<file path="config.mk">
export PLATFORM = sky130hd
export DESIGN_NAME = alu_uart_master
export DESIGN_NICKNAME = d
export VERILOG_FILES = /design/src/rtl/alu_uart_master.sv
export SDC_FILE = /design/constraint.sdc
export NUM_CORES = 1
export LEC_CHECK = 0
export BUFFER_PORTS_ARGS = -buffer_cell sky130_fd_sc_hd__buf_4
export CORE_UTILIZATION = 50
export DETAILED_ROUTE_END_ITERATION = 10
export PLACE_DENSITY_LB_ADDON = 0.12
export SYNTH_ARGS = -nofsm -noshare
export SYNTH_HDL_FRONTEND = slang
export SYNTH_SLANG_ARGS = --single-unit
</file>
<file path="constraint.sdc">
create_clock -name clk -period 2.2 [get_ports clk]
set_input_delay 0.11 -clock clk [delete_from_list [all_inputs] [get_ports clk]]
set_output_delay 0.11 -clock clk [all_outputs]
set_load 0.01 [all_outputs]
</file>
<file path="src/rtl/alu_uart_master.sv">
// ---------------------------------------------------------------------------
// alu_uart_master
//
// Initiator for the ALU-over-UART protocol. On an accepted start it latches
// the operands and sends the three-byte frame [A] [B] [OP] through a
// byte-level UART interface (tx_start/tx_data/tx_done). It then waits for a
// single result byte (rx_data/rx_done), bounded by a timeout. The result can
// optionally be compared with an expected value.
//
// Ports
//   clk, reset         : clock, synchronous active-high reset
//   start              : transaction request, only honoured in IDLE
//   op_a, op_b         : operands A and B
//   op_code            : operation, zero-extended to 8 bits on the wire
//   expected, check_en : expected result and compare enable
//   tx_start, tx_data  : one-cycle send pulse and the byte being sent
//   tx_done            : transmitter finished the current byte
//   rx_data, rx_done   : received byte and its one-cycle strobe
//   busy               : high in every state except IDLE
//   done               : one-cycle pulse at the end of each transaction
//   result             : last received result byte
//   timeout, mismatch  : sticky status of the last transaction
// ---------------------------------------------------------------------------
module alu_uart_master #(
    parameter int TIMEOUT_CYCLES = 2000000,
    parameter int OP_WIDTH       = 6
) (
    input  logic                clk,
    input  logic                reset,
    input  logic                start,
    input  logic [7:0]          op_a,
    input  logic [7:0]          op_b,
    input  logic [OP_WIDTH-1:0] op_code,
    input  logic [7:0]          expected,
    input  logic                check_en,
    output logic                tx_start,
    output logic [7:0]          tx_data,
    input  logic                tx_done,
    input  logic [7:0]          rx_data,
    input  logic                rx_done,
    output logic                busy,
    output logic                done,
    output logic [7:0]          result,
    output logic                timeout,
    output logic                mismatch
);

    // Counter only has to reach TIMEOUT_CYCLES-1; keep at least one bit.
    localparam int               CNT_W    = (TIMEOUT_CYCLES > 2) ? $clog2(TIMEOUT_CYCLES) : 1;
    localparam logic [CNT_W-1:0] CNT_LAST = CNT_W'(TIMEOUT_CYCLES - 1);

    typedef enum logic [3:0] {
        S_IDLE      = 4'd0,
        S_SEND_A    = 4'd1,
        S_WAIT_A    = 4'd2,
        S_SEND_B    = 4'd3,
        S_WAIT_B    = 4'd4,
        S_SEND_OP   = 4'd5,
        S_WAIT_OP   = 4'd6,
        S_WAIT_RESP = 4'd7,
        S_FINISH    = 4'd8
    } state_t;

    state_t           state_q;
    state_t           state_d;
    logic [7:0]       a_q;
    logic [7:0]       b_q;
    logic [7:0]       op_q;
    logic [7:0]       exp_q;
    logic             chk_q;
    logic [CNT_W-1:0] cnt_q;
    logic             tx_start_q;
    logic [7:0]       tx_data_q;
    logic             busy_q;
    logic             done_q;
    logic [7:0]       result_q;
    logic             timeout_q;
    logic             mismatch_q;
    logic             cnt_term_s;

    assign cnt_term_s = (cnt_q == CNT_LAST);

    // Next-state decode; rx_done takes priority over the terminal count.
    always_comb begin
        state_d = state_q;
        case (state_q)
            S_IDLE:      if (start)   state_d = S_SEND_A;    else state_d = S_IDLE;
            S_SEND_A:    state_d = S_WAIT_A;
            S_WAIT_A:    if (tx_done) state_d = S_SEND_B;    else state_d = S_WAIT_A;
            S_SEND_B:    state_d = S_WAIT_B;
            S_WAIT_B:    if (tx_done) state_d = S_SEND_OP;   else state_d = S_WAIT_B;
            S_SEND_OP:   state_d = S_WAIT_OP;
            S_WAIT_OP:   if (tx_done) state_d = S_WAIT_RESP; else state_d = S_WAIT_OP;
            S_WAIT_RESP: begin
                if (rx_done || cnt_term_s) begin
                    state_d = S_FINISH;
                end else begin
                    state_d = S_WAIT_RESP;
                end
            end
            S_FINISH:    state_d = S_IDLE;
            default:     state_d = S_IDLE;
        endcase
    end

    // State register, latched operands, timeout counter and registered outputs.
    always_ff @(posedge clk) begin
        if (reset) begin
            state_q    <= S_IDLE;
            a_q        <= 8'd0;
            b_q        <= 8'd0;
            op_q       <= 8'd0;
            exp_q      <= 8'd0;
            chk_q      <= 1'b0;
            cnt_q      <= '0;
            tx_start_q <= 1'b0;
            tx_data_q  <= 8'd0;
            busy_q     <= 1'b0;
            done_q     <= 1'b0;
            result_q   <= 8'd0;
            timeout_q  <= 1'b0;
            mismatch_q <= 1'b0;
        end else begin
            state_q    <= state_d;
            busy_q     <= (state_d != S_IDLE);
            tx_start_q <= 1'b0;
            done_q     <= 1'b0;
            case (state_q)
                S_IDLE: begin
                    if (start) begin
                        a_q        <= op_a;
                        b_q        <= op_b;
                        op_q       <= 8'(op_code);
                        exp_q      <= expected;
                        chk_q      <= check_en;
                        timeout_q  <= 1'b0;
                        mismatch_q <= 1'b0;
                    end
                end
                S_SEND_A: begin
                    tx_data_q  <= a_q;
                    tx_start_q <= 1'b1;
                end
                S_SEND_B: begin
                    tx_data_q  <= b_q;
                    tx_start_q <= 1'b1;
                end
                S_SEND_OP: begin
                    tx_data_q  <= op_q;
                    tx_start_q <= 1'b1;
                end
                S_WAIT_OP: begin
                    // Clearing here means the counter can never wrap in WAIT_RESP.
                    if (tx_done) begin
                        cnt_q <= '0;
                    end
                end
                S_WAIT_RESP: begin
                    if (rx_done) begin
                        result_q   <= rx_data;
                        mismatch_q <= chk_q & (rx_data != exp_q);
                    end else if (cnt_term_s) begin
                        timeout_q <= 1'b1;
                    end else begin
                        cnt_q <= cnt_q + CNT_W'(1);
                    end
                end
                S_FINISH: begin
                    done_q <= 1'b1;
                end
                default: begin
                end
            endcase
        end
    end

    assign tx_start = tx_start_q;
    assign tx_data  = tx_data_q;
    assign busy     = busy_q;
    assign done     = done_q;
    assign result   = result_q;
    assign timeout  = timeout_q;
    assign mismatch = mismatch_q;

endmodule

</file>
==> impl_metrics.env, run 1 <==
export IMPL_status="complete, no violations"
export IMPL_clk_pin_slew_ps=80
export IMPL_setup_violations=0
export IMPL_tns_ps=0
export IMPL_holdCritPathClass="input port to flip-flop"
export IMPL_drt_first_pass_iters=4
export IMPL_vias_per_cell=5.44
export IMPL_ir_drop_mv=0.486
export IMPL_ys_async_sr_fraction=0
export IMPL_required_ps=2420
export IMPL_wl_per_cell_um=14.0
export IMPL_die_area_sq_um=6960
export IMPL_synth_top_area_share=0.465
export IMPL_switching_share=0.247
export IMPL_start_util=0.519
export IMPL_internal_power_uw=2370
export IMPL_via_count=2958
export IMPL_worstSetupPathType="flip-flop to flip-flop"
export IMPL_crit_arrival_ps=2150
export IMPL_combPwrFrac=0.135
export IMPL_grt_usage=0.221
export IMPL_max_slew_margin=0.603
export IMPL_r2r_start="cnt_q[0]$_SDFFE_PP0P_"
export IMPL_fin_nets=507
export IMPL_yosysTopAreaCell="dfxtp_1"
export IMPL_h_tree_depth=3
export IMPL_synth_main_ff_cell="dfxtp_1"
export IMPL_whs_path_depth=3
export IMPL_synth_warnings=0
export IMPL_cts_buffer_depth=2
export IMPL_clock_sinks=77
export IMPL_fin_crit_ps=1930
export IMPL_io_pins=65
export IMPL_crit_path_end_kind="flip-flop"
export IMPL_syn2layout_area_growth_pct=27.9
export IMPL_drv_cap=0
export IMPL_final_common_cell="dfxtp_1"
export IMPL_cts_root_buf="clkbuf_8"
export IMPL_crit_path_max_fanout=14
export IMPL_diodes=0
export IMPL_final_cell_mix="dfxtp_1, nand2_1, buf_4"
export IMPL_die_y_um=83.5
export IMPL_synth_distinct_cells=46
export IMPL_grt_pass1_wl_mm=12.4
export IMPL_worstMarginPinSlew_ps=595
export IMPL_clkPwrFrac=0.387
export IMPL_first_iter_violations=128
export IMPL_power_switching_uw=777
export IMPL_min_from="op_b[2]"
export IMPL_finalHoldViolations=0
export IMPL_grt_antenna_before_repair=0
export IMPL_ys_top_cells_by_area="dfxtp_1, nand2_1, a21oi_1"
export IMPL_rsz0062_at_grt="no"
export IMPL_synth_seq_cells=77
export IMPL_syn_nets=432
export IMPL_synth_edf_count=0
export IMPL_ys_seq_area_frac=0.465
export IMPL_rows=29
export IMPL_gp_congestion=0.817
export IMPL_reg2reg_depth=6
export IMPL_syn_cell_area_sq_um=3320
export IMPL_drc=0
export IMPL_finalCritPeriodShare=0.877
export IMPL_hpwl_mm=5.10
export IMPL_cts_tree="yes"
export IMPL_ant_nets=0
export IMPL_dieWidth_um=83.5
export IMPL_core_area_sq_um=6390
export IMPL_final_layout_size_suffix_gt1_frac=0.227
export IMPL_skew_ps=10.0
export IMPL_grt_max_degree=59
export IMPL_slew_violations=0
export IMPL_power_density_nw_per_um2=743
export IMPL_clkLatencyLatePin_ps=350
export IMPL_crit_path_start_kind="flip-flop"
export IMPL_pre_cts_ws_ps=272
export IMPL_ff2ff_setup_slack_ps=270
export IMPL_hold_path_end="b_q[2]$_SDFFE_PP0P_"
export IMPL_finalWirelength_mm=7.61
export IMPL_p_seq_frac=0.479
export IMPL_postSynthCellCount=387
export IMPL_cts_resized=0
export IMPL_fin_ws_ps=270
export IMPL_cts_buffers=9
export IMPL_r2r_end="state_q[0]$_SDFF_PP0_"
export IMPL_syn_area_per_cell_sq_um=8.57
export IMPL_overflow=0
export IMPL_p_leak_uw=0.00171
export IMPL_io_buffers=64
export IMPL_grt_pass1_vias=2731
export IMPL_fmax_ghz=0.518
[metrics by stage]
stage / hold WS, ps / power, uW / util / cells / instance area (sq um)
floorplan: 234 / 1780 / - / 387 / 3320
global placement: 359 / 1930 / 0.606 / 514 / 3870
detailed placement: 367 / 1940 / 0.606 / 514 / 3870
CTS: 0.156 / 3170 / 0.657 / 539 / 4190
global route: 3.04 / 3290 / 0.664 / 544 / 4240
finish: 10.9 / 3150 / 0.664 / 544 / 4240
[sequential cells by signal, summed over array words and instances (netlist names), 4 cells and up]
name     count
a_q          8
b_q          8
cnt_q       21
exp_q        8
op_q         6
result       8
state_q      4
tx_data      8
[layout make-up]
type,count,area (sq um)
clock buffer,11,151
clock inverter,5,82.6
fill,562,2140
inverter,1,3.75
multi-input combinational,285,1670
sequential,77,1540
tap,77,96.3
timing repair buffer,88,696
[logic make-up after synthesis]
logic type               synth area share
adder cells (fa/ha/maj)           0.00377
XOR/XNOR                           0.0555
AO/OA/AOI/OAI                       0.139
flip-flops                          0.465
multiplexers                       0.0475
buffers and inverters              0.0332
AND/OR/NAND/NOR                     0.256
[how the worst max path moves through the flow]
| stage | start | end | slack (ps) | depth (start not counted) |
|---|---|---|---|---|
| final | cnt_q[0]$_SDFFE_PP0P_ | state_q[0]$_SDFF_PP0_ | 270 | 6 |
| after CTS | cnt_q[0]$_SDFFE_PP0P_ | cnt_q[3]$_SDFFE_PP0P_ | 250 | 6 |
| after floorplan | state_q[2]$_SDFF_PP0_ | a_q[4]$_SDFFE_PP0P_ | 460 | 7 |
| after global placement | cnt_q[0]$_SDFFE_PP0P_ | state_q[0]$_SDFF_PP0_ | 320 | 6 |
| after global routing | cnt_q[0]$_SDFFE_PP0P_ | cnt_q[4]$_SDFFE_PP0P_ | 40 | 6 |
| after detailed placement | cnt_q[0]$_SDFFE_PP0P_ | cnt_q[0]$_SDFFE_PP0P_ | 270 | 6 |
[synthesized netlist by cell type, drive strengths merged (6+ instances only)]
master	n
a21oi	40
clkbuf	10
nand2	76
mux2	6
dfxtp	77
o22ai	6
or3	10
o21ai	14
nand4	9
xor2	12
buf	14
a211oi	8
xnor2	9
nand3	13
nor2	35
mux2i	9
[repair_timing]
action / 4_1_cts / 5_1_grt
buffers inserted: 0 / 0
hold buffers: 9 / 5
hold endpoints to repair: 9 / 5
[worst max-delay path, cell delays in order, from the launching register on]
cell and delay, ps:
dfxtp_1 430, ha_1 220, nand2_1 110, or2_2 340
o21ai_2 450, o21a_1 200, nor3_1 40
[routing by layer]
layer | track usage | vias up | wire, um
met5 | 0 | - | 0
met1 | 0.277 | 1374 | 3360
li1 | - | 1501 | -
met3 | 0.0603 | 15 | 316
met2 | 0.364 | 68 | 3840
met4 | 0.0847 | 0 | 98
[power by group through the flow]
stage / clock (uW) / combinational [uW] / sequential [uW]
floorplan: 0 / 241 / 1530
detailed placement: 0 / 404 / 1540
finish: 1220 / 424 / 1510
global placement: 0 / 395 / 1540
CTS: 1240 / 419 / 1510
global route: 1300 / 468 / 1520
Power figures use the tool's default switching activity.
==> run 2, diff against run 1 <==
ABC_AREA = 1   (was unset)
==> run 2 against run 1 <==
Die area up 8.5%. Register-to-register slack better by 70 ps. Cell area up 9.3%. Combinational power up 5.0%. Flip-flop and latch count unchanged. Non-clock buffer count up 8. Critical path type unchanged.
==> impl_metrics.env, run 2 <==
export IMPL_cts_resized=0
export IMPL_clkLatencyLatePin_ps=360
export IMPL_die_area_sq_um=7560
export IMPL_core_area_sq_um=6870
export IMPL_synth_warnings=0
export IMPL_io_pins=65
export IMPL_ys_top_cells_by_area="dfxtp_1, nor2_1, nand2_1"
export IMPL_holdCritPathClass="input port to flip-flop"
export IMPL_first_iter_violations=247
export IMPL_gp_congestion=0.902
export IMPL_syn_nets=577
export IMPL_required_ps=2450
export IMPL_finalCritPeriodShare=0.847
export IMPL_io_buffers=64
export IMPL_setup_violations=0
export IMPL_final_layout_size_suffix_gt1_frac=0.159
export IMPL_synth_distinct_cells=26
export IMPL_worstSetupPathType="flip-flop to flip-flop"
export IMPL_grt_max_degree=37
export IMPL_crit_path_start_kind="flip-flop"
export IMPL_clk_pin_slew_ps=80
export IMPL_fmax_ghz=0.537
export IMPL_design_area_sq_um=4640
export IMPL_ys_async_sr_fraction=0
export IMPL_final_cell_mix="nor2_1, nand2_1, dfxtp_1"
export IMPL_drv_cap=0
export IMPL_rows=30
export IMPL_dpl_cell_area_sq_um=4140
export IMPL_fillerInstances=601
export IMPL_power_density_nw_per_um2=693
export IMPL_drc=0
export IMPL_crit_arrival_ps=2110
export IMPL_syn_area_per_cell_sq_um=6.78
export IMPL_seqCellArea_sq_um=1540
export IMPL_crit_path_end_kind="flip-flop"
export IMPL_ir_drop_mv=0.487
export IMPL_wl_per_cell_um=13.5
export IMPL_cts_tree="yes"
export IMPL_yosysMostFrequentCell="nor2_1"
export IMPL_hpwl_mm=6.22
export IMPL_synth_edf_count=0
export IMPL_dieWidth_um=86.9
export IMPL_reg2reg_depth=8
export IMPL_diodes=0
export IMPL_postSynthCellCount=532
export IMPL_fin_crit_ps=1860
export IMPL_clock_sinks=77
export IMPL_finalWirelength_mm=9.67
export IMPL_grt_pass1_vias=3447
export IMPL_vias_per_cell=5.18
export IMPL_h_tree_depth=3
export IMPL_worstMarginPinSlew_ps=620
export IMPL_final_common_cell="nor2_1"
export IMPL_grt_antenna_before_repair=0
export IMPL_drt_first_pass_iters=5
export IMPL_max_slew_margin=0.586
export IMPL_synth_top_area_share=0.427
export IMPL_ys_seq_area_frac=0.427
export IMPL_yosysTopAreaCell="dfxtp_1"
export IMPL_finalHoldViolations=0
export IMPL_p_leak_uw=0.00187
export IMPL_grt_usage=0.269
export IMPL_fin_nets=663
export IMPL_synth_main_ff_cell="dfxtp_1"
export IMPL_postCtsSetupRepairBufs=0
export IMPL_ant_nets=0
export IMPL_multi_input_area_sq_um=1860
export IMPL_die_y_um=86.9
export IMPL_cts_buffers=9
export IMPL_rsz0062_at_grt="no"
export IMPL_top_register="cnt_q"
export IMPL_syn2layout_area_growth_pct=28.7
export IMPL_start_util=0.525
export IMPL_synth_seq_cells=77
export IMPL_skew_ps=9.09
export IMPL_largest_reg_flops=21
export IMPL_crit_path_max_fanout=25
export IMPL_whs_path_depth=3
export IMPL_grt_pass1_wl_mm=15.7
export IMPL_overflow=0
export IMPL_cts_root_buf="clkbuf_8"
export IMPL_synth_top_cells_by_count="nor2_1, nand2_1, dfxtp_1, o21ai_0, a21oi_1"
export IMPL_cts_buffer_depth=2
export IMPL_syn_cell_area_sq_um=3610
export IMPL_tns_ps=0
export IMPL_status="complete, no violations"
export IMPL_slew_violations=0
export IMPL_via_count=3724
-- run 2: cell types whose count changed in the layout (fill, tap and decap cells not counted), moves of 7 or more --
cell           delta
a211oi_1          -8
dlygate4sd3_1    +14
inv_1            +20
mux2i_1           -9
nand2_1          +46
nand3_1          +18
nand4_1           -7
nor2_1           +96
o21ai_0          +31
or3_1             -9
-- run 2: per-stage QoR --
| step | cells | hold WS (ps) | total power [uW] | setup WS [ps] | utilization |
|---|---|---|---|---|---|
| 6_report | 719 | 3.05 | 3210 | 337 | 0.675 |
| 5_1_grt | 719 | 7.63 | 3340 | 138 | 0.675 |
| 4_1_cts | 719 | 2.12 | 3210 | 326 | 0.675 |
| 3_5_place_dp | 675 | 338 | 1980 | 347 | 0.602 |
| 3_3_place_gp | 675 | 330 | 1970 | 454 | 0.602 |
| 2_1_floorplan | 532 | 191 | 1810 | 579 | - |
-- run 2: kinds of logic after synthesis --
logic type                 after synthesis  share of synthesized area
adders and majority gates                1                    0.00347
AOI/OAI and AO/OA                       88                      0.129
xor gates and xnor gates                18                     0.0437
buffers and inverters                   48                     0.0562
and+or+nand+nor                        300                      0.340
DFF                                     77                      0.427
-- run 2: what timing repair did --
action	CTS	global route
setup endpoints to repair	0	0
endpoints found under the hold margin	28	0
hold buffers	28	0
-- run 2: path summary, 6_finish.rpt --
check	slack, ps	start	endpoint
worst min register to register	470	a_q[3]$_SDFFE_PP0P_	a_q[3]$_SDFFE_PP0P_
worst max register to register	340	cnt_q[0]$_SDFFE_PP0P_	cnt_q[5]$_SDFFE_PP0P_
worst min-delay path	3	op_b[4]	b_q[4]$_SDFFE_PP0P_
worst max-delay path	340	cnt_q[0]$_SDFFE_PP0P_	cnt_q[5]$_SDFFE_PP0P_
-- run 2: per-layer routing --
| metal | track usage | share of wire | vias to the layer above |
|---|---|---|---|
| li1 | - | - | 1878 |
| met1 | 0.321 | 0.44 | 1730 |
| met2 | 0.470 | 0.49 | 95 |
| met3 | 0.0512 | 0.048 | 21 |
| met4 | 0.123 | 0.021 | 0 |
| met5 | 0 | 0 | - |
-- run 2: where the power goes --
group          internal [uW]  switching [uW]  leakage, uW
sequential              1500            59.9     0.000630
clock                    675             540     0.000114
combinational            204             241      0.00113
-- run 2: final cells by class --
| class | instances | share of cell area |
|---|---|---|
| Multi-Input combinational cell | 407 | 0.401 |
| Clock buffer | 11 | 0.0305 |
| Timing Repair Buffer | 96 | 0.170 |
| Sequential cell | 77 | 0.332 |
| Inverter | 27 | 0.0218 |
| Clock inverter | 5 | 0.0178 |
| Tap cell | 96 | 0.0259 |
-- run 2: critical path, cell delays in order, from the launching register on --
cell and delay [ps]:
dfxtp_1 420, ha_1 320, nand3_2 150, nor2_2 180, nand3_2 100, nand3_2 140
nand2_4 190, a21oi_1 190, nor2_1 60
==> run 3, diff against run 2 <==
ABC_AREA = 0   (was 1)
CORE_UTILIZATION = 49   (was 50)
clock period = 1.55 ns   (was 2.2 ns; I/O delays follow)
==> run 3 against run 2 <==
The run now ends with DRC, setup timing left. Non-clock buffer count is 55 higher. Via count is 11% lower. Flip-flop and latch count stayed put. First-iteration DRC count is 43% lower. Register-to-register slack worse by 490 ps. Setup slack worse by 490 ps. Cell count is 16% lower. Total power is 40% higher. Critical path depth is 1 lower. Worst hold slack better by 11 ps.
==> impl_metrics.env, run 3 (same netlist as run 1, synthesis figures left out) <==
export IMPL_status="finished with violations"
export IMPL_violations="DRC, setup timing"
export IMPL_ir_drop_mv=0.596
export IMPL_gp_congestion=0.892
export IMPL_cts_buffers=9
export IMPL_crit_path_max_fanout=4
export IMPL_cpLargestDelayFamily="simple AND/OR/NAND/NOR gates"
export IMPL_fin_util=0.778
export IMPL_die_area_sq_um=7100
export IMPL_crit_top_cell="buf_4"
export IMPL_crit_arrival_ps=1930
export IMPL_slew_violations=0
export IMPL_fillerInstances=432
export IMPL_dieWidth_um=84.3
export IMPL_final_common_cell="buf_4"
export IMPL_p_leak_uw=0.00205
export IMPL_seqCellArea_sq_um=1580
export IMPL_power_density_nw_per_um2=896
export IMPL_crit_path_end_kind="flip-flop"
export IMPL_fmax_ghz=0.587
export IMPL_critPathBufInv=2
export IMPL_max_slew_margin=0.729
export IMPL_drc=3
export IMPL_clkLatencyLatePin_ps=350
export IMPL_holdCritPathClass="input port to flip-flop"
export IMPL_finalCritPeriodShare=1.10
export IMPL_drt_first_pass_iters=7
export IMPL_grt_max_degree=41
export IMPL_rsz0062_at_grt="yes"
export IMPL_worstMarginPinSlew_ps=403
export IMPL_finalWirelength_mm=9.13
export IMPL_grt_util_met3=0.0413
export IMPL_fin_crit_ps=1700
export IMPL_met1_usage=0.305
export IMPL_finalHoldViolations=0
export IMPL_h_tree_depth=3
export IMPL_worstSetupPathType="flip-flop to flip-flop"
export IMPL_grt_pass1_wl_mm=14.0
export IMPL_die_y_um=84.3
export IMPL_busiest_layer="met2"
export IMPL_drv_cap=0
export IMPL_grt_pass1_vias=3063
export IMPL_rows=29
export IMPL_ant_nets=0
export IMPL_via_count=3304
export IMPL_largest_reg_flops=21
export IMPL_grt_antenna_before_repair=0
export IMPL_required_ps=1780
export IMPL_skew_ps=13.4
export IMPL_diodes=0
export IMPL_final_layout_size_suffix_gt1_frac=0.355
export IMPL_io_buffers=64
export IMPL_clock_sinks=77
export IMPL_start_util=0.514
export IMPL_setup_violations=44
export IMPL_multi_input_area_sq_um=1850
export IMPL_ff2ff_setup_slack_ps=-150
export IMPL_top_register="cnt_q"
export IMPL_cts_tree="yes"
export IMPL_clk_pin_slew_ps=90
export IMPL_core_area_sq_um=6460
export IMPL_met2_usage=0.427
export IMPL_first_iter_violations=141
export IMPL_vias_per_cell=5.44
export IMPL_wl_per_cell_um=15.0
export IMPL_cp_cell_sequence="buf_4 -> nand4_1 -> buf_4 -> nor4_2 -> nand2_1 -> xor2_1 -> nor2_1"
export IMPL_max_stage_delay_ps=370
export IMPL_fin_ws_ps=-155
export IMPL_crit_path_start_kind="flip-flop"
export IMPL_overflow=0
export IMPL_io_pins=65
export IMPL_grt_usage=0.248
export IMPL_final_cell_mix="buf_4, nand2_1, dfxtp_1"
export IMPL_p_total_uw=4500
export IMPL_fin_nets=570
export IMPL_cts_root_buf="clkbuf_8"
export IMPL_cpMaxStageDelayCell="nor4_2"
export IMPL_syn2layout_area_growth_pct=51.6
export IMPL_cts_buffer_depth=2
export IMPL_hpwl_mm=5.52
==> run 3: changes by cell type in the layout (fill, tap and decap cells not counted), sizes merged, moves of 7 or more <==
cell and delta:
or3 +10, nand2 -48, buf +45, nand4 +7, a211oi +8, dlygate4sd3 +10
nor2 -101, o21ai -29, inv -27, mux2i +9, nand3 -21
==> run 3: worst min-delay path: stages <==
cell     delay, ps
buf_4          100
mux2i_1         60
nor2_1         100
==> run 3: worst paths after layout <==
| kind | start | endpoint | cells after the start |
|---|---|---|---|
| max | cnt_q[10]$_SDFFE_PP0P_ | cnt_q[19]$_SDFFE_PP0P_ | 7 |
| min reg2reg | b_q[1]$_SDFFE_PP0P_ | b_q[1]$_SDFFE_PP0P_ | 2 |
| min | rx_data[2] | result[2]$_SDFFE_PP0P_ | 3 |
| max reg2reg | cnt_q[10]$_SDFFE_PP0P_ | cnt_q[19]$_SDFFE_PP0P_ | 7 |
==> run 3: through the flow <==
step / instances / cell area [sq um] / hold WS [ps] / worst slack (ps) / setup TNS (ps)
floorplan: 387 / 3370 / 201 / -124 / -3990
global placement: 548 / 4160 / 330 / -90.3 / -2710
detailed placement: 548 / 4160 / 334 / -125 / -4320
CTS: 604 / 4800 / 1.53 / -73.0 / -1720
global route: 607 / 5030 / 7.34 / -228 / -4930
finish: 607 / 5030 / 14.0 / -155 / -2520
==> run 3: metal layers <==
layer / vias up / share of wire
met3: 19 / 0.032
met2: 88 / 0.53
met5: - / 0
met4: 0 / 0.023
li1: 1622 / -
met1: 1575 / 0.42
==> run 3: repair_timing <==
action	in CTS	in global routing
resized for setup	14	55
endpoints found under the setup margin	58	60
cloned	0	0
pin swaps	7	17
hold buffers	38	0
endpoints found under the hold margin	38	0
buffers inserted	2	3
==> run 3: layout make-up <==
type	count	share of cell area
multi-input combinational	285	0.368
sequential	77	0.315
timing repair buffer	151	0.255
clock buffer	10	0.0254
tap	77	0.0192
clock inverter	6	0.0174
inverter	1	0.000747
==> run 3: where the power goes <==
part,internal [uW],switching (uW),total [uW]
sequential,2060,64.7,2130
clock,908,752,1660
combinational,380,334,714
total,3350,1150,4500
